$ cat config.mk
export PLATFORM = sky130hd
export DESIGN_NAME = de_hazard_ctrl
export DESIGN_NICKNAME = d
export VERILOG_FILES = /design/src/rtl/de_hazard_ctrl.sv
export SDC_FILE = /design/constraint.sdc
export NUM_CORES = 1
export LEC_CHECK = 0
export BUFFER_PORTS_ARGS = -buffer_cell sky130_fd_sc_hd__buf_2
export CORE_ASPECT_RATIO = 1.2
export CORE_UTILIZATION = 60
export CTS_CLUSTER_DIAMETER = 60
export DETAILED_ROUTE_END_ITERATION = 8
export PLACE_DENSITY = 0.78
export SLEW_MARGIN = 5
export SYNTH_ARGS = -nofsm -noshare
export SYNTH_HDL_FRONTEND = slang
export SYNTH_SLANG_ARGS = --single-unit
$ cat constraint.sdc
create_clock -name clk -period 5.6 [get_ports clk]
set_input_delay 0.56 -clock clk [delete_from_list [all_inputs] [get_ports clk]]
set_output_delay 0.56 -clock clk [all_outputs]
set_load 0.02 [all_outputs]
$ cat src/rtl/de_hazard_ctrl.sv
// Decode-stage hazard controller: per-register pending-write scoreboard, RAW/structural stall and mispredict flush.
// Optional HAZ_WB_BYPASS_EN: a source whose last pending write retires this cycle is not treated as a hazard.
module de_hazard_ctrl #(
  parameter int FLUSH_CYCLES = 2,
  parameter int CNT_BITS     = 2
) (
  input  logic        clk,
  input  logic        reset,
  input  logic        de_valid,
  input  logic        de_use_rs1,
  input  logic        de_use_rs2,
  input  logic [4:0]  de_rs1,
  input  logic [4:0]  de_rs2,
  input  logic        de_wr_reg,
  input  logic [4:0]  de_rd,
  input  logic        wb_wr_reg,
  input  logic [4:0]  wb_regno,
  input  logic        br_mispred,
  output logic        stall_out,
  output logic        issue_out,
  output logic [31:0] busy_regs,
  output logic        err_underflow
);

  typedef enum logic {ST_RUN, ST_FLUSH} state_t;

  localparam logic [CNT_BITS-1:0] CNT_ONE    = CNT_BITS'(1);
  localparam logic [CNT_BITS-1:0] CNT_MAX    = '1;
  localparam logic [2:0]          FLUSH_LOAD = 3'(FLUSH_CYCLES - 1);

  state_t              r_state;
  logic [2:0]          r_flush_cnt;
  logic                r_err;
  logic [CNT_BITS-1:0] w_cnt [32];
  logic [31:0]         w_busy;
  logic                w_byp1, w_byp2;
  logic                w_raw1, w_raw2, w_struct;
  logic                w_stall, w_issue;
  logic                w_inc_en, w_dec_en, w_underflow;

`ifdef HAZ_WB_BYPASS_EN
  // The register file is written on the falling edge, so the retiring value is readable this cycle.
  assign w_byp1 = wb_wr_reg && (wb_regno == de_rs1) && (w_cnt[de_rs1] == CNT_ONE);
  assign w_byp2 = wb_wr_reg && (wb_regno == de_rs2) && (w_cnt[de_rs2] == CNT_ONE);
`else
  assign w_byp1 = 1'b0;
  assign w_byp2 = 1'b0;
`endif

  assign w_raw1   = de_use_rs1 && (de_rs1 != 5'd0) && (w_cnt[de_rs1] != '0) && !w_byp1;
  assign w_raw2   = de_use_rs2 && (de_rs2 != 5'd0) && (w_cnt[de_rs2] != '0) && !w_byp2;
  assign w_struct = de_wr_reg && (de_rd != 5'd0) && (w_cnt[de_rd] == CNT_MAX);

  assign w_stall = !reset && ((de_valid && (w_raw1 || w_raw2 || w_struct)) ||
                              br_mispred || (r_state == ST_FLUSH));
  assign w_issue = !reset && de_valid && !w_stall;

  assign w_inc_en    = w_issue && de_wr_reg && (de_rd != 5'd0);
  assign w_dec_en    = wb_wr_reg && (wb_regno != 5'd0);
  assign w_underflow = w_dec_en && (w_cnt[wb_regno] == '0);

  genvar gi;
  generate
    for (gi = 0; gi < 32; gi++) begin : g_reg
      if (gi == 0) begin : g_zero
        assign w_cnt[gi]  = '0;
        assign w_busy[gi] = 1'b0;
      end else begin : g_cnt
        logic [CNT_BITS-1:0] r_cnt;
        logic                w_inc, w_dec;

        assign w_inc = w_inc_en && (de_rd == 5'(gi));
        assign w_dec = w_dec_en && (wb_regno == 5'(gi));

        // Simultaneous issue and retire to the same register cancel out.
        always_ff @(posedge clk) begin
          if (reset) begin
            r_cnt <= '0;
          end else if (w_inc && !w_dec) begin
            r_cnt <= r_cnt + CNT_ONE;
          end else if (w_dec && !w_inc && (r_cnt != '0)) begin
            r_cnt <= r_cnt - CNT_ONE;
          end
        end

        assign w_cnt[gi]  = r_cnt;
        assign w_busy[gi] = (r_cnt != '0);
      end
    end
  endgenerate

  always_ff @(posedge clk) begin
    if (reset) begin
      r_state     <= ST_RUN;
      r_flush_cnt <= 3'd0;
    end else begin
      case (r_state)
        ST_RUN: begin
          if (br_mispred) begin
            r_state     <= ST_FLUSH;
            r_flush_cnt <= FLUSH_LOAD;
          end
        end
        ST_FLUSH: begin
          if (br_mispred) begin
            r_flush_cnt <= FLUSH_LOAD;
          end else if (r_flush_cnt == 3'd0) begin
            r_state <= ST_RUN;
          end else begin
            r_flush_cnt <= r_flush_cnt - 3'd1;
          end
        end
        default: begin
          r_state     <= ST_RUN;
          r_flush_cnt <= 3'd0;
        end
      endcase
    end
  end

  always_ff @(posedge clk) begin
    if (reset) begin
      r_err <= 1'b0;
    end else if (w_underflow) begin
      r_err <= 1'b1;
    end
  end

  assign stall_out     = w_stall;
  assign issue_out     = w_issue;
  assign busy_regs     = reset ? 32'd0 : w_busy;
  assign err_underflow = r_err && !reset;

endmodule

## Yosys cells after proc, flatten, opt, wreduce, memory -nomap -nowiden

Index checks and enable logic that the tools add are counted.

- Bits in latches: 0
- Output and inout bits: 35
- Memories kept: 0
- Register bits after elaboration: 67
- Word-level logic and storage cells: 563
- Input bits: 28
- Bits in read-only memories: 0
- Memory bits (writable): 0

- Eq/ne operators: 65
- Shifts and indexed selects: 0
- Multiply operators: 0
- Multiplexer cells: 83
- Reductions and logical operators: 309
- Order comparisons: 4
- Divide/modulo/power cells: 0
- Bitwise logic cells: 5
- $add $sub $neg: 63

Operators by type and width:

| cell | number |
|---|---|
| 1-bit logical AND | 170 |
| 5-bit == test, second input constant | 32 |
| 2-bit 2-to-1 mux | 70 |
| 2-bit nonzero test | 64 |
| 5-bit by 4-bit == test with 1-bit output, second input constant | 16 |
| 1-bit zero test | 64 |
| 2-bit by 1-bit adder with 2-bit output, second input constant | 31 |
| 2-bit by 1-bit subtractor with 2-bit output, second input constant | 31 |
| 2-bit binary-select mux with 5-bit select | 4 |
| 5-bit by 3-bit == test with 1-bit output, second input constant | 8 |
| 32-bit 2-to-1 mux | 1 |
| 6-bit greater-or-equal comparator, second input constant | 4 |
| 5-bit NOT with 6-bit output | 4 |
| 5-bit by 2-bit == test with 1-bit output, second input constant | 4 |
| 5-bit nonzero test | 4 |
| 5-bit by 1-bit == test with 1-bit output, second input constant | 2 |
| 3-bit 2-to-1 mux | 3 |
| 3-bit one-hot mux with 2 select lines | 1 |
| 1-bit logical OR | 4 |
| 3-bit zero test | 1 |
| 1-bit 2-to-1 mux | 3 |
| 3-bit inequality test, second input constant | 1 |
| 3-bit by 1-bit subtractor with 3-bit output, second input constant | 1 |
| 2-bit == test, second input constant | 1 |
| 5 further kinds | 5 |

## Logic depth before layout (Yosys ltp)

Gate-level depths: netlist of the first run.

- Depth in word-level cells: 22
- Gate-level depth with buffers: 13
- Depth with buffers taken out: 8

## Least setup slack after synthesis of the first run

OpenSTA, ideal clock, no wires.

- Path kind: input-to-output
- Start point: input port de_rs1[0]
- End point: output port stall_out
- Cell stages on the path: 11
- Data required time: 5040 ps
- Path buffers: 3
- Data arrival time: 2707 ps
- Slack: 2333 ps
- Cells stage by stage: buf_2 inv_1 mux4_2 nand2_1 a31oi_1 o311ai_1 buf_4 or2_1 buf_2 nand2_1 a21oi_1

- Word-level cells in the longest chain between the ends: 12
- Elaborated cells between the ends (all ways): 14
- Classes of those cells: 3 x mux; 1 x bitwise; 10 x reduce/logical

Ends and longest elaborated chain:

| item | line | source |
|---|---|---|
| from (decl) | 12 | `input logic [4:0] de_rs1,` |
| 5-bit NOT with 6-bit output (implied by the code) | 50 | `assign w_raw1 = de_use_rs1 && (de_rs1 != 5'd0) && (w_cnt[de_rs1] != '0) && !w_byp1;` |
| 2-bit binary-select mux with 5-bit select | 50 |  |
| 2-bit 2-to-1 mux (implied by the code) (2 in series) | 50 |  |
| 2-bit nonzero test | 50 |  |
| 1-bit logical AND (*) | 50 |  |
| 1-bit logical OR (*) (2 in series) | 54 | `assign w_stall = !reset && ((de_valid && (w_raw1 \|\| w_raw2 \|\| w_struct)) \|\|` |
| 1-bit logical AND (*) | 54 |  |
| 1-bit logical OR (*) | 54 |  |
| 1-bit logical OR (*) | 55 | `br_mispred \|\| (r_state == ST_FLUSH));` |
| 1-bit logical AND (*) | 54 |  |
| to (decl) | 19 | `output logic stall_out,` |

Mark *: on every way between the ends. The rest lies on a longest branch, timed or not. The select of a mux whose other input is x is not followed.

## Worst setup path after layout of the first run

- Start point: register g_reg[14].g_cnt.r_cnt[1]
- End point: output port stall_out

- Word-level cells in the longest chain between the ends: 11
- Elaborated cells between the ends (all ways): 21
- Classes of those cells: 1 x eq/ne; 9 x mux; 11 x reduce/logical

Ends and longest elaborated chain:

| item | line | source |
|---|---|---|
| from (decl) | 69 | `logic [CNT_BITS-1:0] r_cnt;` |
| from (signal assigned) | 80 | `r_cnt <= r_cnt + CNT_ONE;` |
| from (signal assigned) | 82 | `r_cnt <= r_cnt - CNT_ONE;` |
| 2-bit binary-select mux with 5-bit select (on tied branches) | 50, 51 |  |
| 2-bit 2-to-1 mux (on tied branches) (2 in series) | 50, 51 |  |
| 2-bit nonzero test (on tied branches) | 50, 51 |  |
| 1-bit logical AND (on tied branches) | 50, 51 |  |
| 1-bit logical OR | 54 |  |
| 1-bit logical OR (*) | 54 |  |
| 1-bit logical AND (*) | 54 |  |
| 1-bit logical OR (*) | 54 |  |
| 1-bit logical OR (*) | 55 |  |
| 1-bit logical AND (*) | 54 |  |

Marked as above.

==> results.md, run 1 <==
* H-tree depth at 3
* Slew margin rel. at 0.177
* Post-route design area at 0.00644 mm2
* Worst Max-Slew Pin Slew at 1230 ps
* Post-DP Area at 0.00613 mm2
* Max FO, Critical Path at 24
* Io pins at 63
* Via count at 6268
* CP required at 5040 ps
* Area leader, netlist: dfxtp_1
* Drt drc at 0
* First-pass GRT wire length at 31100 um
* GRT busiest layer: met2
* Synth top area share at 0.230
* Crit path DAT at 3710 ps
* Routability congestion estimate at 1.01
* Total Die Area at 0.0101 mm2
* Leakage power at 0.00208 uW
* Post-DP HPWL at 14200 um
* Max capacitance violation total at 0
* CP Class: reg2out
* Unrepaired setup endpoints after global routing: no
* Clock-pin slew on the worst setup and hold paths at 60 ps
* Final setup fails at 0
* Nets at 782
* FFs w/ async S/R, synth at 0
* Avg WL per Cell at 22.7 um
* DIE WIDTH at 92.0 um
* Synth warn at 0
* Grt total ovfl at 0
* Worst Setup End Kind: output pin
* Initial antenna violation count at 0
* CTS Sinks at 67
* Post-CTS sizing at 0
* Grt met1 use at 0.474
* Fmax at 234 MHz
* Clock skew at 7.94 ps
* Initial drt markers at 610
* Synthesized area at 0.00584 mm2
* Final Routed Wirelength at 20000 um
* Mean post-synth cell area at 8.07 um2
* VDD IR max at 133 uV
* Seq/Total Area, Yosys at 0.230
* Core ar. at 0.00947 mm2
* Number of I/O port buffers at 61
* Pre-antenna DRT Iters at 6
* Worst skew pair latency at 350 ps
* Met2 Resource Use GR at 0.646
* Vias in the first global route at 5951
* GR Util All Layers at 0.401
* Final worst-path cycle share at 0.763
* Routed Antenna Nets at 0
* Hold_ws at 473 ps
* Min Tclk post-route at 4270 ps
* Power density cells at 195 mW/mm2
* Layout cells sized above 1 at 0.207
* Net count after synthesis at 753
* M3 GR Usage at 0.0727
* Critical Path Start Type: flop
* Cts bufs inserted at 9
* Setup Buffers After CTS at 0
* Status: finished clean
* Gate Count Post-Synth at 723
* Area delta synth->final at 10.3%
* CTS root buf: clkbuf_16
* Initial Util at 0.617
* Antenna cells at 0
* Post-synthesis cell type count at 71
* Most frequent cells after synthesis: 120 x nor2_1, 67 x dfxtp_1, 45 x nand2_1, 42 x o21ai_0, 38 x a21oi_1
* Setup TNS at 0 ps
* Post-synth top flop: dfxtp_1
* Max-slew violations at 0
* CTS Buffer Depth at 2
* Seq cells post-synth at 67
* Hold_buf cts at 0
* Largest net degree at the start of global routing at 34
* TritonCTS clock tree: done
* Cell with the most instances after synthesis: nor2_1
* Die Y at 110 um
* Row Count at 39
* Hold crit path type: reg2reg
* Vias per cell at 7.12
* Fin. Hold Viols at 0
* Post-synth EDFFs at 0
* Dominant cells by area after synthesis: dfxtp_1 23%, mux4_2 12%, nor2_1 7.7%, o21ai_0 3.6%, a21oi_1 3.3%
-- report_power, final --
group | total [uW] | internal (uW) | switching (uW)
clock | 604 | 380 | 224
sequential | 481 | 479 | 1.90
combinational | 168 | 45.0 | 123
-- registers in the layout (all words and copies together) (netlist names) --
signal / cells
g.g_cnt.r_cnt: 62
r_err: 1
r_flush_cnt: 3
r_state: 1
-- cells in the final DEF, fill, tap and decap left out, types with 5 or more instances in the layout --
| cell | count |
|---|---|
| xor2_1 | 16 |
| a221oi_1 | 14 |
| nand2b_1 | 14 |
| nor2_1 | 120 |
| clkbuf_16 | 9 |
| o31ai_1 | 13 |
| buf_2 | 61 |
| o221a_2 | 10 |
| nor3b_1 | 12 |
| xnor2_1 | 12 |
| nor3_1 | 36 |
| buf_4 | 5 |
| nand3_1 | 17 |
| a221oi_2 | 7 |
| inv_1 | 19 |
| mux4_2 | 30 |
| a21oi_1 | 38 |
| nand2_1 | 45 |
| o21ai_0 | 42 |
| nor2b_1 | 13 |
| nor4_4 | 6 |
| dfxtp_1 | 67 |
| nor4_1 | 11 |
| nand3b_1 | 19 |
| or3_1 | 16 |
| nor4_2 | 8 |
-- metrics by stage --
stage	setup WS, ps	util	total power [uW]	instances
after floorplan	2330	-	607	723
after global routing	1080	0.680	1290	880
after CTS	1410	0.680	1240	880
after global placement	1480	0.647	648	864
after detailed placement	1400	0.647	652	864
final	1330	0.680	1250	880
-- logic make-up after synthesis --
family / count (synthesis) / share of synthesized area
and+or+nand+nor: 349 / 0.330
AOI/OAI and AO/OA: 171 / 0.212
buffers and inverters: 68 / 0.0529
DFF: 67 / 0.230
muxes: 37 / 0.128
xor gates and xnor gates: 28 / 0.0420
adders and majority gates: 2 / 0.00429
other: 1 / 0.000642
-- worst max-delay path, stage by stage, from the launching register on --
cell,delay (ps)
dfxtp_1,400
nor2_1,140
mux4_2,490
o22ai_1,190
a31oi_1,90
o311ai_4,1000
or2_1,610
nand2_1,120
a21oi_1,150
buf_2,180
-- final timing paths --
check,start,endpoint,slack (ps),cells after the start
max,g_reg[14].g_cnt.r_cnt[1],stall_out,1330,9
min,r_err,r_err,470,2
max reg2reg,g_reg[14].g_cnt.r_cnt[1],g_reg[6].g_cnt.r_cnt[0],1680,9
min reg2reg,r_err,r_err,470,2
-- final cells by class --
cell class | instances | area, um2
multi-input combinational | 588 | 4210
fill | 793 | 3030
sequential | 67 | 1340
timing repair buffer | 66 | 343
clock buffer | 12 | 267
tap | 123 | 154
inverter | 20 | 75.1
clock inverter | 4 | 47.5
-- per-layer routing --
layer	up-vias	routed length (um)
met3	104	1740
met5	-	0
met1	2975	7340
met2	411	9400
li1	2778	-
met4	0	1480
Power figures use the tool's default switching activity.
==> run 2: changes to the inputs <==
--- a/config.mk
+++ b/config.mk
@@ -7,10 +7,10 @@
 export LEC_CHECK = 0
 export BUFFER_PORTS_ARGS = -buffer_cell sky130_fd_sc_hd__buf_2
 export CORE_ASPECT_RATIO = 1.2
-export CORE_UTILIZATION = 60
+export CORE_UTILIZATION = 55
 export CTS_CLUSTER_DIAMETER = 60
 export DETAILED_ROUTE_END_ITERATION = 8
-export PLACE_DENSITY = 0.78
+export PLACE_DENSITY = 0.75
 export SLEW_MARGIN = 5
 export SYNTH_ARGS = -nofsm -noshare
 export SYNTH_HDL_FRONTEND = slang
==> constraint.sdc (replaced) <==
create_clock -name clk -period 3.5 [get_ports clk]
set_input_delay 0.35 -clock clk [delete_from_list [all_inputs] [get_ports clk]]
set_output_delay 0.35 -clock clk [all_outputs]
set_load 0.02 [all_outputs]
==> run 2 against run 1 <==
Net effect: first-iteration DRC count shrank 7.4%; die area up 8.9%; non-clock buffer count grew 12; total power rose by 50%; register-to-register slack worse by 1400 ps; combinational power rose by 67%; sequential share of layout area is 0.14 points lower; critical path type unchanged; critical endpoint unchanged.
==> results.md, run 2 (same netlist as run 1, synthesis figures left out) <==
* Worst Setup End Kind: output pin
* Clock-pin slew on the worst setup and hold paths at 60 ps (about the same)
* Post-DP HPWL at 14600 um (+2.9%)
* GR Util All Layers at 0.364 (-0.0373)
* FF/Latch Area at 0.00134 mm2 (unchanged)
* Io pins at 63 (unchanged)
* Hold_buf cts at 0 (unchanged)
* Pre-antenna DRT Iters at 5 (-1)
* Drt drc at 0 (unchanged)
* Worst Max-Slew Pin Slew at 938 ps (-295 ps)
* Most frequent cells in the layout: 120 x nor2_1, 67 x dfxtp_1, 61 x buf_2, 45 x nand2_1, 42 x o21ai_0
* DIE WIDTH at 96.1 um (+4.4%)
* Cts bufs inserted at 9 (unchanged)
* Die Y at 115 um (+4.4%)
* Status: finished clean
* Initial drt markers at 565 (-7.4%)
* Total Die Area at 0.0110 mm2 (+8.9%)
* Largest net degree at the start of global routing at 85 (+150%)
* Min Tclk post-route at 3280 ps
* Final setup fails at 0 (unchanged)
* Unrepaired setup endpoints after global routing: no
* Via count at 6176 (-1.5%)
* Row Count at 40 (+2.6%)
* First-pass GRT wire length at 30200 um (-2.9%)
* Pre-CTS setup slack at 247 ps (-1150 ps)
* Core ar. at 0.0102 mm2 (+7.3%)
* Antenna cells at 0 (unchanged)
* Fin. Hold Viols at 0 (unchanged)
* Area delta synth->final at 11.1%
* H-tree depth at 3 (unchanged)
* Worst skew pair latency at 350 ps (about the same)
* Reg with most FFs: g.g_cnt.r_cnt
* Fmax at 305 MHz
* Bufs and invs on worst path at 1 (unchanged)
* Layout cells sized above 1 at 0.217 (+0.0101)
* Tot Pwr at 1880 uW (+50%)
* Slew margin rel. at 0.375 (+0.198)
* Crit-path cells: nor2_1, mux4_2, or3b_1, a41o_1, o211ai_4, or2_4, nand2_1, a21oi_1, buf_2
* Routability congestion estimate at 0.942 (-6.3%)
* CTS root buf: clkbuf_16
* Max capacitance violation total at 0 (unchanged)
* Final worst slack at 221 ps (-1100 ps)
* Routed Antenna Nets at 0 (unchanged)
* Nets at 794 (+1.5%)
* Max-slew violations at 0 (unchanged)
* CTS Buffer Depth at 2 (unchanged)
* CP Class: reg2out
* Leakage power at 0.00212 uW (+1.7%)
* Multi-input combinational cell area at 0.00422 mm2 (about the same)
* TritonCTS clock tree: done
* Final Routed Wirelength at 19600 um (-1.8%)
* Crit path DAT at 2930 ps (-780 ps)
* Fillers at 909 (+15%)
* Family with the most delay on the worst path: simple AND/OR/NAND/NOR gates
* Setup TNS at 0 ps (unchanged)
* Max FO, Critical Path at 8 (-67%)
* VDD IR max at 217 uV (+63%)
* Hold crit path type: in2reg
* CP required at 3150 ps (-1890 ps)
* Top Registers: g.g_cnt.r_cnt (62), r_flush_cnt (3)
* Largest stage delay on the critical path at 460 ps (-540 ps)
* Initial antenna violation count at 0 (unchanged)
* Power density cells at 290 mW/mm2 (+49%)
* Max reg flops at 62 (unchanged)
* Avg WL per Cell at 21.9 um (-3.3%)
* Final worst-path cycle share at 0.937
* Initial Util at 0.575 (-0.0421)
* Setup Buffers After CTS at 0 (unchanged)
* Critical-path top delay cell: mux4_2
* Critical Path Start Type: flop
* Vias in the first global route at 5831 (-2.0%)
* Number of I/O port buffers at 61 (unchanged)
* Grt total ovfl at 0 (unchanged)
* Clock skew at 7.87 ps (-0.0713 ps)
* Most common cell after layout, fill and taps aside: nor2_1
* CTS Sinks at 67 (unchanged)
* Vias per cell at 6.91 (-3.0%)
run 2: final timing paths:
path / slack, ps / end / start / cells past startpoint
min: 310 / r_flush_cnt[1] / br_mispred / 2
max: 220 / stall_out / g_reg[24].g_cnt.r_cnt[0] / 9
min reg2reg: 470 / r_err / r_err / 2
max reg2reg: 310 / g_reg[19].g_cnt.r_cnt[0] / g_reg[27].g_cnt.r_cnt[0] / 8
run 2: report_power, final:
part	total [uW]	switching (uW)	internal (uW)
clock network	827	336	491
registers	770	3.11	767
logic	280	198	82.5
run 2: per-layer routing:
| layer | global-route usage | share of wire |
|---|---|---|
| met1 | 0.424 | 0.36 |
| met2 | 0.591 | 0.50 |
| met3 | 0.0642 | 0.084 |
| met4 | 0.271 | 0.063 |
| met5 | 0 | 0 |
run 2: timing repair:
item	4_1_cts	5_1_grt
endpoints found under the hold margin	0	0
gates resized for setup	0	1
endpoints found under the setup margin	0	1
run 2: stage by stage:
step	utilization	hold slack [ps]	std cells	instance area [um2]
CTS	0.638	304	894	6480
global placement	0.612	448	879	6220
global route	0.638	339	894	6480
floorplan	-	429	723	5840
detailed placement	0.612	455	879	6220
finish	0.638	308	894	6480
run 2: layout make-up:
class | instances | share of cell area
Sequential cell | 67 | 0.207
Timing Repair Buffer | 78 | 0.0668
Inverter | 20 | 0.0116
Clock buffer | 12 | 0.0380
Tap cell | 126 | 0.0243
Multi-Input combinational cell | 588 | 0.650
Clock inverter | 3 | 0.00232
==> run 3: changes to the inputs <==
--- a/config.mk
+++ b/config.mk
@@ -6,9 +6,9 @@
 export NUM_CORES = 1
 export LEC_CHECK = 0
 export BUFFER_PORTS_ARGS = -buffer_cell sky130_fd_sc_hd__buf_2
-export CORE_ASPECT_RATIO = 1.2
 export CORE_UTILIZATION = 55
-export CTS_CLUSTER_DIAMETER = 60
+export CTS_BUF_LIST = sky130_fd_sc_hd__clkbuf_16
+export CTS_CLUSTER_DIAMETER = 50
 export DETAILED_ROUTE_END_ITERATION = 8
 export PLACE_DENSITY = 0.75
 export SLEW_MARGIN = 5
==> run 3 against run 2 <==
Net effect: die area about the same; sequential share of layout area down 0.16 points; flip-flop and latch count unchanged; routed wire length down 0.63%; clock skew down 1.9 ps; first-iteration DRC count up 20%; global-route usage down 0.40 points; count of clock-buffer cells in the layout down 3; combinational power about the same; setup slack worse by 110 ps; maximum frequency down 3.3%; highest routed layer unchanged.
==> results.md, run 3 (same netlist as run 1, synthesis figures left out) <==
* Initial drt markers at 678 (+20%)
* CTS Buffer Depth at 2 (unchanged)
* CP endpoint: issue_out
* Max FO, Critical Path at 20 (+12)
* Post-route design area at 0.00654 mm2 (+0.79%)
* Vias per cell at 6.90 (-0.13%)
* Initial antenna violation count at 1 (+1)
* First-pass GRT wire length at 30700 um (+1.6%)
* Max-slew violations at 0 (unchanged)
* Slew margin rel. at 0.308 (-0.0666)
* Total Die Area at 0.0110 mm2 (about the same)
* Final worst-path cycle share at 0.969 (+0.0325)
* Grt total ovfl at 0 (unchanged)
* Clock skew at 5.95 ps (-1.91 ps)
* Worst Max-Slew Pin Slew at 1040 ps (+99.9 ps)
* CP required at 3150 ps (about the same)
* Most common cell after layout, fill and taps aside: nor2_1
* Worst Setup End Kind: output pin
* Die Y at 105 um (-8.6%)
* R2r worst-path depth at 9 (+1)
* H-tree depth at 3 (unchanged)
* Fin. Hold Viols at 0 (unchanged)
* Power density cells at 286 mW/mm2 (-1.2%)
* R2r startpoint: g_reg[26].g_cnt.r_cnt[0]
* GR Util All Layers at 0.360 (-0.00400)
* Max reg flops at 62 (unchanged)
* Clock-pin slew on the worst setup and hold paths at 60 ps (about the same)
* TritonCTS clock tree: done
* Fillers at 908 (-0.11%)
* Routed Antenna Nets at 0 (unchanged)
* Worst skew pair latency at 340 ps (about the same)
* Fmax at 295 MHz (-3.3%)
* Row Count at 37 (-7.5%)
* Crit path DAT at 3040 ps (+110 ps)
* Core ar. at 0.0103 mm2 (+1.6%)
* Nets at 794 (unchanged)
* Number of I/O port buffers at 61 (unchanged)
* Drt drc at 0 (unchanged)
* Area delta synth->final at 12.0%
* R2R setup slack at 400 ps (+90 ps)
* Final setup fails at 0 (unchanged)
* Avg WL per Cell at 21.5 um (-1.8%)
* Most frequent cells in the layout: 119 x nor2_1, 67 x dfxtp_1, 60 x buf_2, 45 x nand2_1, 42 x o21ai_0
* Cts bufs inserted at 9 (unchanged)
* Layout cells sized above 1 at 0.218 (+0.00102)
* DIE WIDTH at 105 um (+9.3%)
* VDD IR max at 262 uV (+21%)
* Status: finished clean
* Top Registers: g.g_cnt.r_cnt (62), r_flush_cnt (3)
* Placed Cells incl. Taps at 889 (+1.1%)
* Via count at 6244 (+1.1%)
* CTS Sinks at 67 (unchanged)
* FF-to-FF End: g_reg[2].g_cnt.r_cnt[0]
* Unrepaired setup endpoints after global routing: no
* Pre-antenna DRT Iters at 8 (+3)
* Io pins at 63 (unchanged)
* Post-DP Area at 0.00626 mm2 (+0.60%)
* Critical Path Start Type: flop
* CP Class: reg2out
* Reg with most FFs: g.g_cnt.r_cnt
* Final Routed Wirelength at 19500 um (-0.63%)
* Hold crit path type: in2reg
* Leakage power at 0.00213 uW (+0.55%)
* Setup TNS at 0 ps (unchanged)
* Hold_buf cts at 0 (unchanged)
* Routability congestion estimate at 0.992 (+5.3%)
* Post-DP HPWL at 14200 um (-2.9%)
* Max capacitance violation total at 0 (unchanged)
* Initial Util at 0.566 (-0.00912)
* CP startpoint: g_reg[26].g_cnt.r_cnt[0]
* Largest net degree at the start of global routing at 85 (unchanged)
* Vias in the first global route at 5719 (-1.9%)
* Antenna cells at 0 (unchanged)
* Finished Layout Cells at 905 (+1.2%)
* CTS root buf: clkbuf_16
* Tot Pwr at 1870 uW (-0.39%)
* Min Tclk post-route at 3390 ps (+114 ps)
-- run 3: metrics by stage --
| step | setup slack, ps | utilization | hold WS, ps |
|---|---|---|---|
| 6_report | 108 | 0.633 | 314 |
| 5_1_grt | 26.2 | 0.633 | 331 |
| 3_5_place_dp | 197 | 0.606 | 498 |
| 2_1_floorplan | 653 | - | 429 |
| 3_3_place_gp | 290 | 0.606 | 488 |
| 4_1_cts | 69.0 | 0.632 | 313 |
-- run 3: worst max-delay path, stage by stage, from the launching register on --
cell and delay [ps]:
dfxtp_1 410, nor2_1 170, mux4_2 470, or3b_1 380, a41o_1 340, o211ai_4 150, buf_8 260, nor2_2 140
and4_1 220, buf_2 150
-- run 3: what timing repair did --
item / in CTS / in global routing
buffers inserted: 0 / 0
hold endpoints to repair: 0 / 0
resized for setup: 1 / 4
pin swaps: 0 / 0
endpoints found under the setup margin: 1 / 2
-- run 3: worst min path at each step --
stage / start / end / slack [ps] / depth (start not counted)
floorplan: r_err / r_err / 430 / 2
CTS: br_mispred / r_flush_cnt[1] / 310 / 2
detailed placement: g_reg[12].g_cnt.r_cnt[1] / g_reg[12].g_cnt.r_cnt[1] / 500 / 2
finish: br_mispred / r_flush_cnt[1] / 310 / 2
global route: br_mispred / r_flush_cnt[1] / 330 / 2
global placement: r_flush_cnt[2] / r_flush_cnt[2] / 490 / 2
-- run 3: layer usage --
layer  GRT usage  routed length [um]  up-vias
met3       0.100                2710       48
li1            -                   -     2801
met2       0.529                8350      437
met1       0.501                7920     2958
met4       0.131                 510        0
met5           0                   0        -
-- run 3: area by class of cell --
class,instances,area (um2),share of cell area
Multi-Input combinational cell,588,4220,0.645
Tap cell,136,170,0.0260
Clock buffer,9,225,0.0345
Inverter,20,75.1,0.0115
Clock inverter,7,37.5,0.00574
Sequential cell,67,1340,0.205
Timing Repair Buffer,78,468,0.0716
-- run 3: where the power goes --
part / total, uW / leakage [uW] / internal [uW] / switching, uW
Sequential: 770 / 0.000540 / 767 / 3.47
Combinational: 282 / 0.00145 / 85.2 / 197
Clock: 817 / 0.000135 / 470 / 348
Total: 1870 / 0.00213 / 1320 / 548
